==> config.mk <==
export PLATFORM = sky130hd
export DESIGN_NAME = shared_cmp_alu
export DESIGN_NICKNAME = d
export VERILOG_FILES = /design/src/rtl/shared_cmp_alu_pkg.sv /design/src/rtl/shared_cmp_alu_rr_arbiter.sv /design/src/rtl/shared_cmp_alu.sv
export SDC_FILE = /design/constraint.sdc
export NUM_CORES = 1
export LEC_CHECK = 0
export ABC_AREA = 0
export BUFFER_PORTS_ARGS = -buffer_cell sky130_fd_sc_hd__buf_4
export CAP_MARGIN = 40
export CORE_UTILIZATION = 56
export CTS_CLUSTER_DIAMETER = 200
export DETAILED_ROUTE_END_ITERATION = 10
export GPL_TIMING_DRIVEN = 0
export PLACE_DENSITY = 0.77
export SYNTH_ARGS = -nofsm -noshare
export SYNTH_HDL_FRONTEND = slang
export SYNTH_SLANG_ARGS = --single-unit
==> constraint.sdc <==
create_clock -name CLK -period 5.81 [get_ports CLK]
set_input_delay 0.2905 -clock CLK [delete_from_list [all_inputs] [get_ports CLK]]
set_output_delay 0.2905 -clock CLK [all_outputs]
set_load 0.01 [all_outputs]
==> src/rtl/shared_cmp_alu_pkg.sv <==
// Shared definitions for the shared compare/arithmetic pipeline.
// Holds the mode encoding and the channel-index width helper.
// No logic; imported by the arbiter and the top.
package shared_cmp_alu_pkg;

    localparam logic MODE_CMPADD  = 1'b0;
    localparam logic MODE_EQSHIFT = 1'b1;

    // Width of a channel index; never narrower than one bit.
    function automatic int ch_w(input int n);
        return (n <= 2) ? 1 : $clog2(n);
    endfunction

endpackage

==> src/rtl/shared_cmp_alu_rr_arbiter.sv <==
// Round-robin arbiter: grants the lowest requesting index at or after the pointer.
// Latency: combinational grant; pointer moves on the edge where adv_i is high.
// Backpressure: the pointer holds whenever adv_i is low, so a stalled grant is re-offered.
module rr_arbiter
    import shared_cmp_alu_pkg::*;
#(
    parameter int NCH = 2,
    localparam int CW = ch_w(NCH)
) (
    input  logic           clk_i,
    input  logic           rst_ni,
    input  logic [NCH-1:0] req_i,
    input  logic           adv_i,
    output logic [NCH-1:0] gnt_o,
    output logic           gnt_vld_o,
    output logic [CW-1:0]  gnt_idx_o
);

    logic [CW-1:0] ptr_q;
    logic [CW-1:0] ptr_d;
    int            j;

    // Circular search from the pointer for the first active request.
    always_comb begin
        gnt_vld_o = 1'b0;
        gnt_idx_o = '0;
        j         = 0;
        for (int k = 0; k < NCH; k++) begin
            j = int'(ptr_q) + k;
            if (j >= NCH) begin
                j = j - NCH;
            end
            if (!gnt_vld_o && req_i[j]) begin
                gnt_vld_o = 1'b1;
                gnt_idx_o = CW'(j);
            end
        end
        gnt_o = gnt_vld_o ? (NCH'(1) << gnt_idx_o) : '0;
    end

    // Next pointer: one past the accepted channel, wrapping at NCH.
    always_comb begin
        ptr_d = ptr_q;
        if (adv_i) begin
            ptr_d = (gnt_idx_o == CW'(NCH - 1)) ? '0 : gnt_idx_o + 1'b1;
        end
    end

    // Pointer register.
    always_ff @(posedge clk_i or negedge rst_ni) begin
        if (!rst_ni) begin
            ptr_q <= '0;
        end else begin
            ptr_q <= ptr_d;
        end
    end

endmodule

==> src/rtl/shared_cmp_alu.sv <==
// Multi-channel compare-then-add/sub or equal-then-shift unit sharing one comparator and one adder.
// Latency: 2 cycles from accept to OUT_VALID; one accept per cycle when the output is not stalled.
// Backpressure: S2 holds while stalled, S1 moves only into an empty S2, IN_READY drops when S1 is stuck.
module shared_cmp_alu
    import shared_cmp_alu_pkg::*;
#(
    parameter int WIDTH = 17,
    parameter int NCH   = 2,
    parameter int INC   = 2,
    parameter int SH    = 2
) (
    input  logic                   CLK,
    input  logic                   RST_N,
    input  logic [NCH-1:0]         IN_VALID,
    output logic [NCH-1:0]         IN_READY,
    input  logic [NCH-1:0]         IN_MODE,
    input  logic [NCH*WIDTH-1:0]   IN1,
    input  logic [NCH*WIDTH-1:0]   IN2,
    output logic                   OUT_VALID,
    input  logic                   OUT_READY,
    output logic [ch_w(NCH)-1:0]   OUT_CH,
    output logic [WIDTH-1:0]       OUT_DATA,
    output logic                   OUT_FLAG,
    output logic                   OUT_OVF
);

    localparam int CW = ch_w(NCH);

    // IN_READY stays low until the first edge after reset release.
    logic rdy_en_q;

    logic [NCH-1:0] gnt;
    logic           gnt_vld;
    logic [CW-1:0]  gnt_idx;

    logic             s2_free, s1_adv, s1_free, accept;
    logic [WIDTH-1:0] a_sel, b_sel;
    logic             mode_sel;
    logic [WIDTH:0]   cmp_diff;
    logic             cmp_lt, cmp_eq;

    logic             s1_vld_q, s1_vld_d;
    logic [CW-1:0]    s1_ch_q;
    logic             s1_mode_q;
    logic [WIDTH-1:0] s1_a_q, s1_b_q;
    logic             s1_cmp_q, s1_cmp_d;

    logic             sub;
    logic [WIDTH-1:0] inc_v;
    logic [WIDTH:0]   addsub;
    logic [WIDTH+SH-1:0] shl_full;

    logic             s2_vld_q, s2_vld_d;
    logic [CW-1:0]    s2_ch_q;
    logic [WIDTH-1:0] s2_data_q, s2_data_d;
    logic             s2_flag_q, s2_ovf_q, s2_ovf_d;

    assign s2_free  = !s2_vld_q || OUT_READY;
    assign s1_adv   = s1_vld_q && s2_free;
    assign s1_free  = !s1_vld_q || s1_adv;
    assign accept   = rdy_en_q && s1_free && gnt_vld;
    assign IN_READY = (rdy_en_q && s1_free) ? gnt : '0;

    rr_arbiter #(.NCH(NCH)) u_arb (
        .clk_i     (CLK),
        .rst_ni    (RST_N),
        .req_i     (IN_VALID),
        .adv_i     (accept),
        .gnt_o     (gnt),
        .gnt_vld_o (gnt_vld),
        .gnt_idx_o (gnt_idx)
    );

    // Single shared comparator on the granted channel's operands: borrow gives A<B, zero gives A==B.
    always_comb begin
        a_sel    = IN1[gnt_idx*WIDTH +: WIDTH];
        b_sel    = IN2[gnt_idx*WIDTH +: WIDTH];
        mode_sel = IN_MODE[gnt_idx];
        cmp_diff = {1'b0, a_sel} - {1'b0, b_sel};
        cmp_lt   = cmp_diff[WIDTH];
        cmp_eq   = (cmp_diff[WIDTH-1:0] == '0);
        s1_cmp_d = (mode_sel == MODE_EQSHIFT) ? cmp_eq : cmp_lt;
        s1_vld_d = accept || (s1_vld_q && !s1_adv);
    end

    // S1: capture the accepted request and its compare outcome.
    always_ff @(posedge CLK or negedge RST_N) begin
        if (!RST_N) begin
            rdy_en_q  <= 1'b0;
            s1_vld_q  <= 1'b0;
            s1_ch_q   <= '0;
            s1_mode_q <= 1'b0;
            s1_a_q    <= '0;
            s1_b_q    <= '0;
            s1_cmp_q  <= 1'b0;
        end else begin
            rdy_en_q <= 1'b1;
            s1_vld_q <= s1_vld_d;
            if (accept) begin
                s1_ch_q   <= gnt_idx;
                s1_mode_q <= mode_sel;
                s1_a_q    <= a_sel;
                s1_b_q    <= b_sel;
                s1_cmp_q  <= s1_cmp_d;
            end
        end
    end

    // Single shared adder: subtract is A + ~INC + 1, so its carry-out is the inverse of the borrow.
    always_comb begin
        sub      = (s1_mode_q == MODE_CMPADD) && !s1_cmp_q;
        inc_v    = WIDTH'(INC);
        addsub   = {1'b0, s1_a_q} + {1'b0, (sub ? ~inc_v : inc_v)} + {{WIDTH{1'b0}}, sub};
        shl_full = {{SH{1'b0}}, s1_b_q} << SH;
        if (s1_mode_q == MODE_CMPADD) begin
            s2_data_d = addsub[WIDTH-1:0];
            s2_ovf_d  = sub ? !addsub[WIDTH] : addsub[WIDTH];
        end else if (s1_cmp_q) begin
            s2_data_d = shl_full[WIDTH-1:0];
            s2_ovf_d  = |shl_full[WIDTH+SH-1:WIDTH];
        end else begin
            s2_data_d = s1_b_q >> SH;
            s2_ovf_d  = 1'b0;
        end
        s2_vld_d = s1_adv || (s2_vld_q && !OUT_READY);
    end

    // S2: output register, loaded only when S1 advances so it holds while stalled.
    always_ff @(posedge CLK or negedge RST_N) begin
        if (!RST_N) begin
            s2_vld_q  <= 1'b0;
            s2_ch_q   <= '0;
            s2_data_q <= '0;
            s2_flag_q <= 1'b0;
            s2_ovf_q  <= 1'b0;
        end else begin
            s2_vld_q <= s2_vld_d;
            if (s1_adv) begin
                s2_ch_q   <= s1_ch_q;
                s2_data_q <= s2_data_d;
                s2_flag_q <= s1_cmp_q;
                s2_ovf_q  <= s2_ovf_d;
            end
        end
    end

    assign OUT_VALID = s2_vld_q;
    assign OUT_CH    = s2_ch_q;
    assign OUT_DATA  = s2_data_q;
    assign OUT_FLAG  = s2_flag_q;
    assign OUT_OVF   = s2_ovf_q;

endmodule

==> qor.csv <==
stage;metric;value;unit
setup_path;crit_slowest_cell;buf_1;
timing;fin_crit_sh;81.2;%
die;die-area;8730;µm²
die;dieHeight;93.5;µm
power_and_ir_drop;p_leak;0.00284;µW
yosys;ys_warn_count;0;
grt;antenna_found_initial;0;
clock_network;clockBufferDepth;2;
yosys;ys_ff_latch;61;
yosys;synth_cells;587;
clock_network;cts.clk_slew.worst_paths;0.07;ns
placed_design;gp_congestion;0.951;
timing;fmax;212;MHz
setup_path;critPathTopFamily;simple AND/OR/NAND/NOR gates;
timing;period_needed;4.71;ns
placed_design;place_hpwl;10.5;mm
layout;nets;804;
yosys;netlist_area;4680;µm²
power_and_ir_drop;ir_drop;0.000133;V
power_and_ir_drop;pwr_density_cell;365;nW/µm²
grt;grt_pass1_wl;21.4;mm
die;core_area;7930;µm²
yosys;synth.distinct_cells;67;
yosys;yosysTopAreaCellShare;32.6;%
yosys;synthArstFlopShare;100;%
drt;vias_per_cell;5.91;
drt;drt-initial-drc-count;257;
yosys;yosys.area.top_type;dfrtp_1;
outcome;outcome;completed;
timing;setup_viol_count_final;0;
setup_path;end_kind;flop;
clock_network;clockRootBuffer;clkbuf_8;
setup_path;cp.required;6.07;ns
grt;grtUsageTotal;31.7;%
grt;gr-total-overflow;0;
layout;layout-drive-gt1-share;18.0;%
drt;drcViolationCount;0;
clock_network;cts_hold_buf;0;
layout;n_antenna_cell;0;
clock_network;cts_tree;yes;
drt;vias;4736;
yosys;synth.most_common_cell;nand2_1;
setup_path;cp_common_cell;or4_1;
yosys;synth_area_leaders;dfrtp_1 (33%), nand2_1 (12%), ha_1 (8.5%);
clock_network;cts_setup_buffers;0;
yosys;syn_avg_cell_area;7.98;µm²
timing;tightest_slew;0.847;ns
clock_network;htreeDepth;3;
yosys;synth_edf_count;0;
drt;wirelength;13.3;mm
setup_path;path_max_fanout;10;
setup_path;cp_num_buf_inv;1;
grt;grt_max_degree;62;
clock_network;numCtsBuffers;9;
clock_network;clock-sinks;61;
timing;maxSlewHeadroom;43.5;%
clock_network;clk_latency;0.35;ns
timing;fin_ws;1.10;ns
setup_path;cp-start-kind;flop;
grt;grt_pass1_vias;4476;
die;initial_core_util;59.1;%
setup_path;max_stage_delay;0.67;ns
timing;setup_tns;0;ns
placed_design;io_buffers;97;
clock_network;post_cts_resize_count;0;
drt;wl_per_cell;16.5;µm
timing;rsz0062_at_grt;false;
yosys;syn-num-nets;696;
die;io_pins;98;
yosys;synthFlopType;dfrtp_1;
timing;slew_viol_final;0;
timing;whs;0.00665;ns
timing;fin_worst_skew;0.0135;ns
die;die_w;93.5;µm
yosys;synth_common_cells;nand2_1 (155), dfrtp_1 (61), o21ai_0 (46);
yosys;ys_seq_area_share;32.6;%
die;rows;32;
setup_path;crit_arrival;4.98;ns
job;cap_violations;0;
drt;antenna_left;0;
placed_design;dpl_worst_slack;1.14;ns
layout;synthToLayoutAreaGrowth;23.1;%
timing;hold_violations;0;
worst_hold_path;hold_path.class;input port to asynchronous set/reset pin;
drt;firstDrtPassIters;5;
setup_path;critPathKind;flop to flop;
setup_path;crit_chain;nand2b_4 > nand2_2 > buf_1 > mux2i_1 > fa_1 > a211o_1 > a21oi_4 > o31ai_1 > a22oi_2 > a21oi_2 > xor2_1 > or4_1 > or4_1 > o31ai_2;
through the flow:
step	total power, µW	utilization [%]	cell area [µm²]	instances
after floorplan	1330	-	4680	587
after global placement	1630	69.9	5540	786
after detailed placement	1670	69.9	5540	786
after CTS	2090	72.7	5760	802
after global routing	2260	72.7	5760	802
final	2110	72.7	5760	802
cell usage in the layout, fill, tap and decap left out, types with 8 or more instances in the layout:
cell type / instances
ha_1: 32
a31oi_1: 8
inv_1: 14
o21ai_1: 9
xnor2_1: 12
nor3_1: 8
mux2i_1: 30
nand2b_1: 10
nor2_1: 30
dfrtp_1: 61
clkbuf_8: 10
nand3_1: 8
a21oi_1: 27
clkbuf_1: 21
o21ai_0: 46
nand2_1: 155
buf_4: 97
where the power goes:
| part | total (µW) | internal [µW] | leakage (µW) | switching [µW] |
|---|---|---|---|---|
| sequential | 619 | 540 | 0.000750 | 79.4 |
| combinational | 1060 | 469 | 0.00198 | 591 |
| clock | 427 | 252 | 0.000112 | 175 |
registers in the layout, indices dropped and copies added (netlist names):
register and flops:
OUT_FLAG 1, s1_vld_q 1, s1_ch_q 1, OUT_DATA 17
s1_mode_q 1, s1_cmp_q 1, u_arb.ptr_q 1, OUT_CH 1
s1_b_q 17, OUT_OVF 1, s1_a_q 17, rdy_en_q 1
OUT_VALID 1
kinds of logic (layout without fill, tap and decap cells):
family	after synthesis	after routing	synth area share (%)
and+or+nand+nor	251	251	23.7
AOI/OAI and AO/OA	148	148	20.2
DFF	61	61	32.6
buffers and inverters	40	153	3.21
muxes	36	36	7.85
adders and majority gates	34	34	9.40
xor gates and xnor gates	16	16	2.99
other	1	1	0.0801
metal layers:
metal	share of wire (%)	wire [µm]	global-route usage (%)	up-vias
li1	-	-	-	2298
met1	44	5860	41.1	2182
met2	47	6230	53.7	218
met3	6.2	820	4.88	38
met4	2.7	356	11.0	0
met5	0	0	0	-
path summary, 6_finish.rpt:
path                                         start                      end  slack, ns  cells after the start
max in group asynchronous                    RST_N   s1_a_q[11]$_DFFE_PN0P_       5.32                      1
min in group CLK                         OUT_READY      OUT_VALID$_DFF_PN0_       0.23                      3
max reg2reg                u_arb.ptr_q$_DFFE_PN0P_     s1_cmp_q$_DFFE_PN0P_       1.10                     14
min reg2reg                OUT_DATA[3]$_DFFE_PN0P_  OUT_DATA[3]$_DFFE_PN0P_       0.49                      2
max                        u_arb.ptr_q$_DFFE_PN0P_     s1_cmp_q$_DFFE_PN0P_       1.10                     14
min                                          RST_N  OUT_DATA[4]$_DFFE_PN0P_      0.007                      1
layout make-up:
cell class                      instances  area, µm²
Clock inverter                          6       86.3
Clock buffer                           10        138
Fill cell                             624       2160
Sequential cell                        61       1530
Multi-Input combinational cell        486       3010
Tap cell                              102        128
Inverter                               15       56.3
Timing Repair Buffer                   97        728
Buffer                                 25       93.8
No activity file was read; power rests on OpenSTA's default activity.
